`config.mk`:
```
export PLATFORM = sky130hd
export DESIGN_NAME = violation_reset_ctrl
export DESIGN_NICKNAME = d
export VERILOG_FILES = /design/src/rtl/vrased_pkg.sv /design/src/rtl/vrased_cycle_timer.sv /design/src/rtl/violation_reset_ctrl.sv
export SDC_FILE = /design/constraint.sdc
export NUM_CORES = 1
export LEC_CHECK = 0
export BUFFER_PORTS_ARGS = -buffer_cell sky130_fd_sc_hd__buf_2
export CAP_MARGIN = 20
export CORE_AREA = 2 2 48 61
export CTS_CLUSTER_DIAMETER = 50
export DETAILED_ROUTE_END_ITERATION = 6
export DIE_AREA = 0 0 50 63
export HOLD_SLACK_MARGIN = 0.02
export PLACE_DENSITY = 0.77
export SYNTH_ARGS = -nofsm -noshare
export SYNTH_HDL_FRONTEND = slang
export SYNTH_SLANG_ARGS = --single-unit
```
`constraint.sdc`:
```
create_clock -name clk -period 2.3 [get_ports clk]
set_input_delay 0.23 -clock clk [delete_from_list [all_inputs] [get_ports clk]]
set_output_delay 0.23 -clock clk [all_outputs]
set_load 0.01 [all_outputs]
```
`src/rtl/vrased_pkg.sv`:
```
// Shared definitions for the VRASED hardware monitors and the violation reset controller.
package vrased_pkg;

    // Controller states; 2-bit encoding shared with anything that observes the FSM.
    typedef enum logic [1:0] {
        RUN      = 2'd0,
        HOLD     = 2'd1,
        WAIT_VEC = 2'd2
    } vr_state_e;

    // PC of the reset handler: seeing it fetched proves the core has restarted.
    localparam logic [15:0] RESET_HANDLER = 16'hFFFE;

    // Larger of two integers, used to size counters that hold either of two limits.
    function automatic int max_int(input int a, input int b);
        return (a > b) ? a : b;
    endfunction

endpackage

```
`src/rtl/vrased_cycle_timer.sv`:
```
// Loadable down-counter. expire_o flags the last counted cycle (count == 1).
module vrased_cycle_timer #(
    parameter int             W         = 6,
    parameter logic [W-1:0]   RESET_VAL = '0
) (
    input  logic         clk,
    input  logic         reset_n,
    input  logic         load_i,
    input  logic [W-1:0] load_val_i,
    input  logic         dec_i,
    output logic         expire_o
);

    logic [W-1:0] count_q;
    logic [W-1:0] count_d;

    // Next count: a load wins over a decrement; the counter never wraps below zero.
    always_comb begin
        // NOTE: give every combinational output a default first so no path leaves it unassigned (no latch).
        count_d = count_q;
        if (load_i) begin
            count_d = load_val_i;
        end else if (dec_i && (count_q != '0)) begin
            count_d = count_q - 1'b1;
        end
    end

    // Counter register, preloaded on reset so the controller starts its vector wait immediately.
    always_ff @(posedge clk or negedge reset_n) begin
        // NOTE: sequential state uses non-blocking assignments so every register samples pre-edge values.
        if (!reset_n) begin
            count_q <= RESET_VAL;
        end else begin
            count_q <= count_d;
        end
    end

    assign expire_o = (count_q == W'(1));

endmodule

```
`src/rtl/violation_reset_ctrl.sv`:
```
// Turns any monitor violation into a fixed-length core reset pulse, then waits for the
// reset-vector fetch (retrying the pulse on timeout). Keeps a sticky cause mask and a
// saturating episode counter for diagnostics.
module violation_reset_ctrl
    import vrased_pkg::vr_state_e, vrased_pkg::RUN, vrased_pkg::HOLD, vrased_pkg::WAIT_VEC,
           vrased_pkg::max_int;
#(
    parameter logic [15:0] RESET_HANDLER = vrased_pkg::RESET_HANDLER,
    parameter int          NUM_SRC       = 4,
    parameter int          HOLD_CYCLES   = 8,
    parameter int          VEC_TIMEOUT   = 32,
    parameter int          CNT_W         = 8
) (
    input  logic               clk,
    input  logic               reset_n,
    input  logic [NUM_SRC-1:0] viol_i,
    input  logic [15:0]        pc,
    input  logic               clear_i,
    output logic               sys_rst_o,
    output logic               busy_o,
    output logic [NUM_SRC-1:0] cause_o,
    output logic [CNT_W-1:0]   viol_count_o
);

    localparam int TIMER_W = $clog2(max_int(HOLD_CYCLES, VEC_TIMEOUT)) + 1;
    localparam logic [TIMER_W-1:0] HOLD_LOAD = TIMER_W'(HOLD_CYCLES);
    localparam logic [TIMER_W-1:0] VEC_LOAD  = TIMER_W'(VEC_TIMEOUT);

    vr_state_e            state_q, state_d;
    logic                 sys_rst_q, sys_rst_d;
    logic                 busy_q, busy_d;
    logic [NUM_SRC-1:0]   cause_q, cause_d;
    logic [CNT_W-1:0]     count_q, count_d;

    logic                 timer_load;
    logic [TIMER_W-1:0]   timer_val;
    logic                 timer_dec;
    logic                 timer_expire;

    // Single timer shared by HOLD (pulse length) and WAIT_VEC (vector-fetch timeout).
    vrased_cycle_timer #(
        .W         (TIMER_W),
        .RESET_VAL (VEC_LOAD)
    ) u_timer (
        .clk        (clk),
        .reset_n    (reset_n),
        .load_i     (timer_load),
        .load_val_i (timer_val),
        .dec_i      (timer_dec),
        .expire_o   (timer_expire)
    );

    // State register; reset lands in WAIT_VEC so monitors powering up in kill state are tolerated.
    always_ff @(posedge clk or negedge reset_n) begin
        if (!reset_n) begin
            state_q <= WAIT_VEC;
        end else begin
            state_q <= state_d;
        end
    end

    // Next-state logic: violation starts a pulse, vector fetch ends the wait, timeout retries.
    always_comb begin
        state_d = state_q;
        unique case (state_q)
            RUN:      if (|viol_i)                state_d = HOLD;
            HOLD:     if (timer_expire)           state_d = WAIT_VEC;
            WAIT_VEC: if (pc == RESET_HANDLER)    state_d = RUN;
                      else if (timer_expire)      state_d = HOLD;
            default:                              state_d = WAIT_VEC;
        endcase
    end

    // Output/datapath next values: timer control, registered flags, cause mask and counter.
    always_comb begin
        timer_load = (state_d != state_q) && (state_d != RUN);
        timer_val  = (state_d == HOLD) ? HOLD_LOAD : VEC_LOAD;
        timer_dec  = (state_q != RUN);
        sys_rst_d  = (state_d == HOLD);
        busy_d     = (state_d != RUN);
        cause_d    = cause_q;
        count_d    = count_q;
        unique case (state_q)
            RUN: begin
                if (|viol_i) begin
                    // A simultaneous clear is applied first, so the new episode starts a fresh record.
                    cause_d = (clear_i ? '0 : cause_q) | viol_i;
                    count_d = clear_i ? '0 : count_q;
                    if (!(&count_d)) begin
                        count_d = count_d + 1'b1;
                    end
                end else if (clear_i) begin
                    cause_d = '0;
                    count_d = '0;
                end
            end
            HOLD:     cause_d = cause_q | viol_i;
            default: ;
        endcase
    end

    // Output and diagnostic registers; every output comes straight from a flop.
    always_ff @(posedge clk or negedge reset_n) begin
        if (!reset_n) begin
            sys_rst_q <= 1'b0;
            busy_q    <= 1'b1;
            cause_q   <= '0;
            count_q   <= '0;
        end else begin
            sys_rst_q <= sys_rst_d;
            busy_q    <= busy_d;
            cause_q   <= cause_d;
            count_q   <= count_d;
        end
    end

    assign sys_rst_o    = sys_rst_q;
    assign busy_o       = busy_q;
    assign cause_o      = cause_q;
    assign viol_count_o = count_q;

endmodule
```
Yosys cells after proc, flatten, opt, wreduce, memory -nomap -nowiden
Index checks and enable logic that the tools add are counted.
{"block": "classes", "magnitude_cmp": 0, "n_mux": 14, "div": 0, "n_reduce_logical": 10, "bitwise": 2, "n_shift": 0, "multipliers": 0, "eq_ne": 6, "addsub": 2}
{"cell": "2-to-1 mux 8 bit", "n": 3}
{"cell": "2-to-1 mux 6 bit", "n": 3}
{"cell": "equality test 16 bit (second input constant)", "n": 1}
{"cell": "adder 8 x 1 -> 8 bit (second input constant)", "n": 1}
{"cell": "2-to-1 mux 2 bit", "n": 4}
{"cell": "2-to-1 mux 4 bit", "n": 2}
{"cell": "OR 4 bit", "n": 2}
{"cell": "one-hot mux 4 bit (2 select lines)", "n": 1}
{"cell": "AND reduction 8 bit", "n": 1}
{"cell": "nonzero test 2 bit", "n": 4}
{"cell": "equality test 6 x 1 -> 1 bit (second input constant)", "n": 1}
{"cell": "one-hot mux 2 bit (3 select lines)", "n": 1}
{"cell": "nonzero test 6 bit", "n": 1}
{"cell": "subtractor 6 x 1 -> 6 bit (second input constant)", "n": 1}
{"cell": "equality test 2 x 1 -> 1 bit (second input constant)", "n": 2}
{"cell": "OR reduction 4 bit", "n": 1}
{"cell": "equality test 2 bit (second input constant)", "n": 1}
{"cell": "logical AND 1 bit", "n": 2}
{"cell": "logical NOT 2 bit", "n": 1}
{"cell": "!= test 2 bit", "n": 1}
{"block": "word_totals", "out_inout_bits": 14, "ff_bits": 22, "mem_bits_ro": 0, "n_memories": 0, "latchBits": 0, "mem_bits_rw": 0}

Depth between registers and ports, before layout
{"block": "logic_depth", "ltp_word": 7, "ltp_mapped": 8, "ltp_nobuf": 7}

Cells and area by module
Synthesis repeated with hierarchy kept, for this count alone.
{"block": "hier_totals", "cells_unflattened": 140, "hier_area_um2": 1282.5}
{"module": "violation_reset_ctrl", "cells_each": 94, "area_each_um2": 865.8, "n_inst": 1, "seq_area_each_um2": 402.9}
{"module": "vrased_cycle_timer", "cells_each": 46, "area_each_um2": 416.6, "n_inst": 1, "seq_area_each_um2": 151.4}

Worst setup path before layout
No wires, ideal clock.
{"block": "synth_path", "path_type": "register to register", "from": "reg count_q[0], in the netlist viol_count_o[0]", "to": "reg count_q[4], in the netlist viol_count_o[4]", "setup_slack_ns": 0.473, "path_stages_with_launch": 8, "setup_time_ns": 0.131, "t_required_ns": 2.169, "arrival_ns": 1.695, "path_buffers": 0, "synth_period_minus_slack_ns": 1.827, "cell_sequence": "dfrtp_1 > nor2b_1 > ha_1 > and2_1 > a41oi_1 > and3_1 > mux2i_1 > o21ai_1"}
{"block": "synth_between", "elab_chain_cells": 4}
{"item": "from (decl)", "line_no": "violation_reset_ctrl.sv:33", "source": "logic [CNT_W-1:0] count_q, count_d;"}
{"item": "from (signal assigned)", "line_no": "violation_reset_ctrl.sv:113", "source": "count_q <= count_d;"}
{"item": "2-to-1 mux 8 bit *", "line_no": "violation_reset_ctrl.sv:88", "source": "count_d = clear_i ? '0 : count_q;"}
{"item": "adder 8 x 1 -> 8 bit or AND reduction 8 bit (tied branches)", "line_no": "violation_reset_ctrl.sv:90, violation_reset_ctrl.sv:89"}
{"item": "2-to-1 mux 8 bit *", "line_no": "violation_reset_ctrl.sv:89", "source": "if (!(&count_d)) begin"}
{"item": "2-to-1 mux 8 bit *", "line_no": "violation_reset_ctrl.sv:85", "source": "if (|viol_i) begin"}
Every way passes the cells marked *; elsewhere a longest branch is shown, timed or not.
A chain may end at the register's enable or synchronous reset.

Final worst setup path
Ends and elaborated chain as after synthesis.

==> results by group <==
Cells and area
  • Register area: ~550 um2
  • Fillcell total: 244
  • Final std cells w/o fill: 207
  • Finished Cell Area: 1550 um2
  • Multi-input gate area: 679 um2
  • Final Core Density: 0.594
  • Number of antenna diodes: 0
  • Synthesis-to-finish area growth: 21.0%
  • Layout Nets: ~200
  • Share of layout cells above drive strength 1: 0.283

Placement
  • Pre-CTS setup slack: approximately 0.39 ns
  • Post-placement cell count: slightly above 200
  • DPL Wire Length: 2090 um
  • PortBufs: 36
  • Placed instance area: roughly 1500 um2
  • Gp weighted congestion: approximately 0.83

Drt
  • DRT Wirelength: ~2700 um
  • DRC: 0
  • DR pass1 iterations: 4
  • Wirelength per Cell: around 13 um
  • Total number of vias: 1,139
  • DR iter-0 viols: 40
  • DRT antenna net count: 0
  • Via density per instance: around 5.5

Timing
  • Slew HR: 0.606
  • Hold_ws: 0.169 ns
  • Worst Skew: about 0.017 ns
  • Final hold viol count: 0
  • Fmax: a little over 0.5 GHz
  • Fin. max-slew vios: 0
  • Period Utilization, post-route: 0.839
  • Crit path time final: 1.93 ns
  • Setup TNS: 0 ns
  • Worst-Margin Slew: slightly below 0.6 ns
  • Final setup viols: 0
  • RSZ-0062 raised after global routing: no
  • Setup WS post-layout: about 0.37 ns

Worst hold path
  • Min-Delay Startpoint: viol_i[3]
  • HP Class: primary input to flip-flop
  • Hold endpoint: cause_o[3]
  • Hold Path Depth: 3

Critical path
  • CP Data Required Time: roughly 2.5 ns
  • RR Startpoint: viol_count_o[0]
  • Crit Path Class: flip-flop to flip-flop
  • FF-to-FF End: viol_count_o[4]
  • WP data arrival: roughly 2.2 ns
  • Crit path launch type: flip-flop
  • R2R setup slack: around 0.37 ns
  • CP endpoint kind: flip-flop
  • Max FO, Critical Path: 6
  • Worst r2r path cells: 7

Synthesis
  • Predominant post-synthesis flop cell: dfrtp_1
  • Async S/R FF share, synth: 1.00
  • Synth area leaders: dfrtp_1 (37%), dfstp_2 (6.2%), nand2_1 (4.4%)
  • Syn Area/Cell: about 9.4 um2
  • Leading area contributor after synthesis: dfrtp_1
  • EDFF count, synth: 0
  • Post-synthesis cell area: about 1300 um2
  • Yosys cell types: just over 40
  • Synth top area share: 0.372
  • Synth warnings: 0
  • Syn Inst Count: 136
  • Net Count, Synth: between 150 and 200
  • FF+latch count, synth: 22
  • Seq/Total Area, Yosys: 0.434

Power and ir drop
  • Pint: ~1.1 mW
  • Share of power burned in the clock network: 0.160
  • Design Power: approximately 1.8 mW
  • PwrDens: approximately 1200 nW/um2
  • Net Sw Frac: 0.406
  • VDD IR-drop max: 0.000689 V
  • P_leak: roughly 0.73 nW
  • P_sw: 0.752 mW
  • Reg power frac: 0.399
  • Combinational power share: 0.441

Global route
  • Total track usage: 0.186
  • Initial antenna violation count: 0
  • First-pass GRT wire length: 4600 um
  • Overflow after GRT: 0
  • Vias in the first global route: 1,062
  • Pin count of the biggest net entering global routing: 23

CTS
  • # clock sinks: 22
  • Clock slew at reported path FFs: about 0.13 ns
  • CTS tree: built
  • Root buf cell: clkbuf_4
  • Num CTS Buffers: 3
  • H-tree depth: 1
  • CTS max path bufs: 2
  • Later-pin clock latency in the skew report: around 0.31 ns

Floorplanning
  • Die Wd: about 50 um
  • Initial Util: 0.491
  • Die extent in y: about 63 um
  • Die area: approximately 3200 um2
  • Core Area: around 2600 um2
  • Row cnt: 21
  • I/O pin cnt: 37

Status
  • Status: finished, final reports clean

Run
  • MaxCap Viol Count: 0
[cells in the final DEF, fill, tap and decap left out, drive strengths merged, types with 2 or more instances in the layout]
cell	Yosys	layout
nand4	5	5
nor2b	2	2
buf	2	36
a22o	2	2
inv	7	7
or2	2	2
mux2i	3	3
a31oi	2	2
ha	4	4
a211oi	2	2
dfstp	3	3
nor3	3	3
nor4	3	3
a41oi	2	2
a21oi	7	7
clkbuf	2	3
nand3	4	4
nor2	15	15
a21o	2	2
and2	2	2
dfrtp	19	19
o21ai	13	13
nand2	15	15
xor2	2	2
[kinds of logic (layout without fill, tap and decap cells)]
kind of cell,after synthesis,count (layout),share of synthesized area
adder cells (fa/ha/maj),4,4,0.0392
multiplexers,3,3,0.0235
AND/OR/NAND/NOR,58,58,0.260
flip-flops,22,22,0.434
buffers and inverters,11,48,0.0343
AO/OA/AOI/OAI,35,35,0.189
XOR/XNOR,3,3,0.0206
[worst max-delay path by stage]
stage / startpoint / endpoint / slack, ns / cells past startpoint
global route: viol_count_o[0] / viol_count_o[4] / 0.20 / 7
CTS: viol_count_o[0] / viol_count_o[4] / 0.37 / 7
finish: viol_count_o[0] / viol_count_o[4] / 0.37 / 7
global placement: viol_count_o[0] / viol_count_o[4] / 0.45 / 7
detailed placement: viol_count_o[0] / viol_count_o[4] / 0.39 / 7
floorplan: viol_count_o[0] / viol_count_o[4] / 0.47 / 7
[per-layer routing]
metal  GRT usage  vias up  share of wire
li1            -      569              -
met1       0.213      542           0.40
met2       0.329       26           0.55
met3      0.0311        2          0.038
met4      0.0833        0         0.0087
met5           0        -              0
[layout make-up]
type	instances	area share
multi-input combinational	103	0.440
sequential	22	0.359
timing repair buffer	37	0.123
tap	34	0.0275
clock inverter	1	0.0194
inverter	7	0.0170
clock buffer	3	0.0146
[worst max-delay path, stage by stage (launching register included)]
cell     delay, ns
dfrtp_1       0.45
nor2b_1       0.15
ha_1          0.21
and2_1        0.21
a41oi_1       0.33
and3_1        0.22
mux2i_1       0.20
o21ai_1       0.07
[synth_stat cells, drive strengths merged (3+ instances only)]
cell,count
a21oi,7
dfrtp,19
dfstp,3
ha,4
inv,7
mux2i,3
nand2,15
nand3,4
nand4,5
nor2,15
nor3,3
nor4,3
o21ai,13
[flip-flops by register name (all words and copies together) (netlist names)]
signal,count
busy_o,1
cause_o,4
state_q,2
sys_rst_o,1
u_timer.count_q,6
viol_count_o,8
[power groups by stage]
stage | Clock, mW | Combinational [mW] | Sequential [mW]
finish | 0.296 | 0.816 | 0.737
global route | 0.322 | 0.928 | 0.764
CTS | 0.304 | 0.830 | 0.737
detailed placement | 0 | 0.825 | 0.747
global placement | 0 | 0.792 | 0.732
floorplan | 0 | 0.589 | 0.733
[what timing repair did]
item                      in CTS  in global routing
hold buffers                   1                  0
hold endpoints to repair      19                  0
resized for setup              0                  0
buffers inserted               0                  0
(Power assumes the default switching activity.)
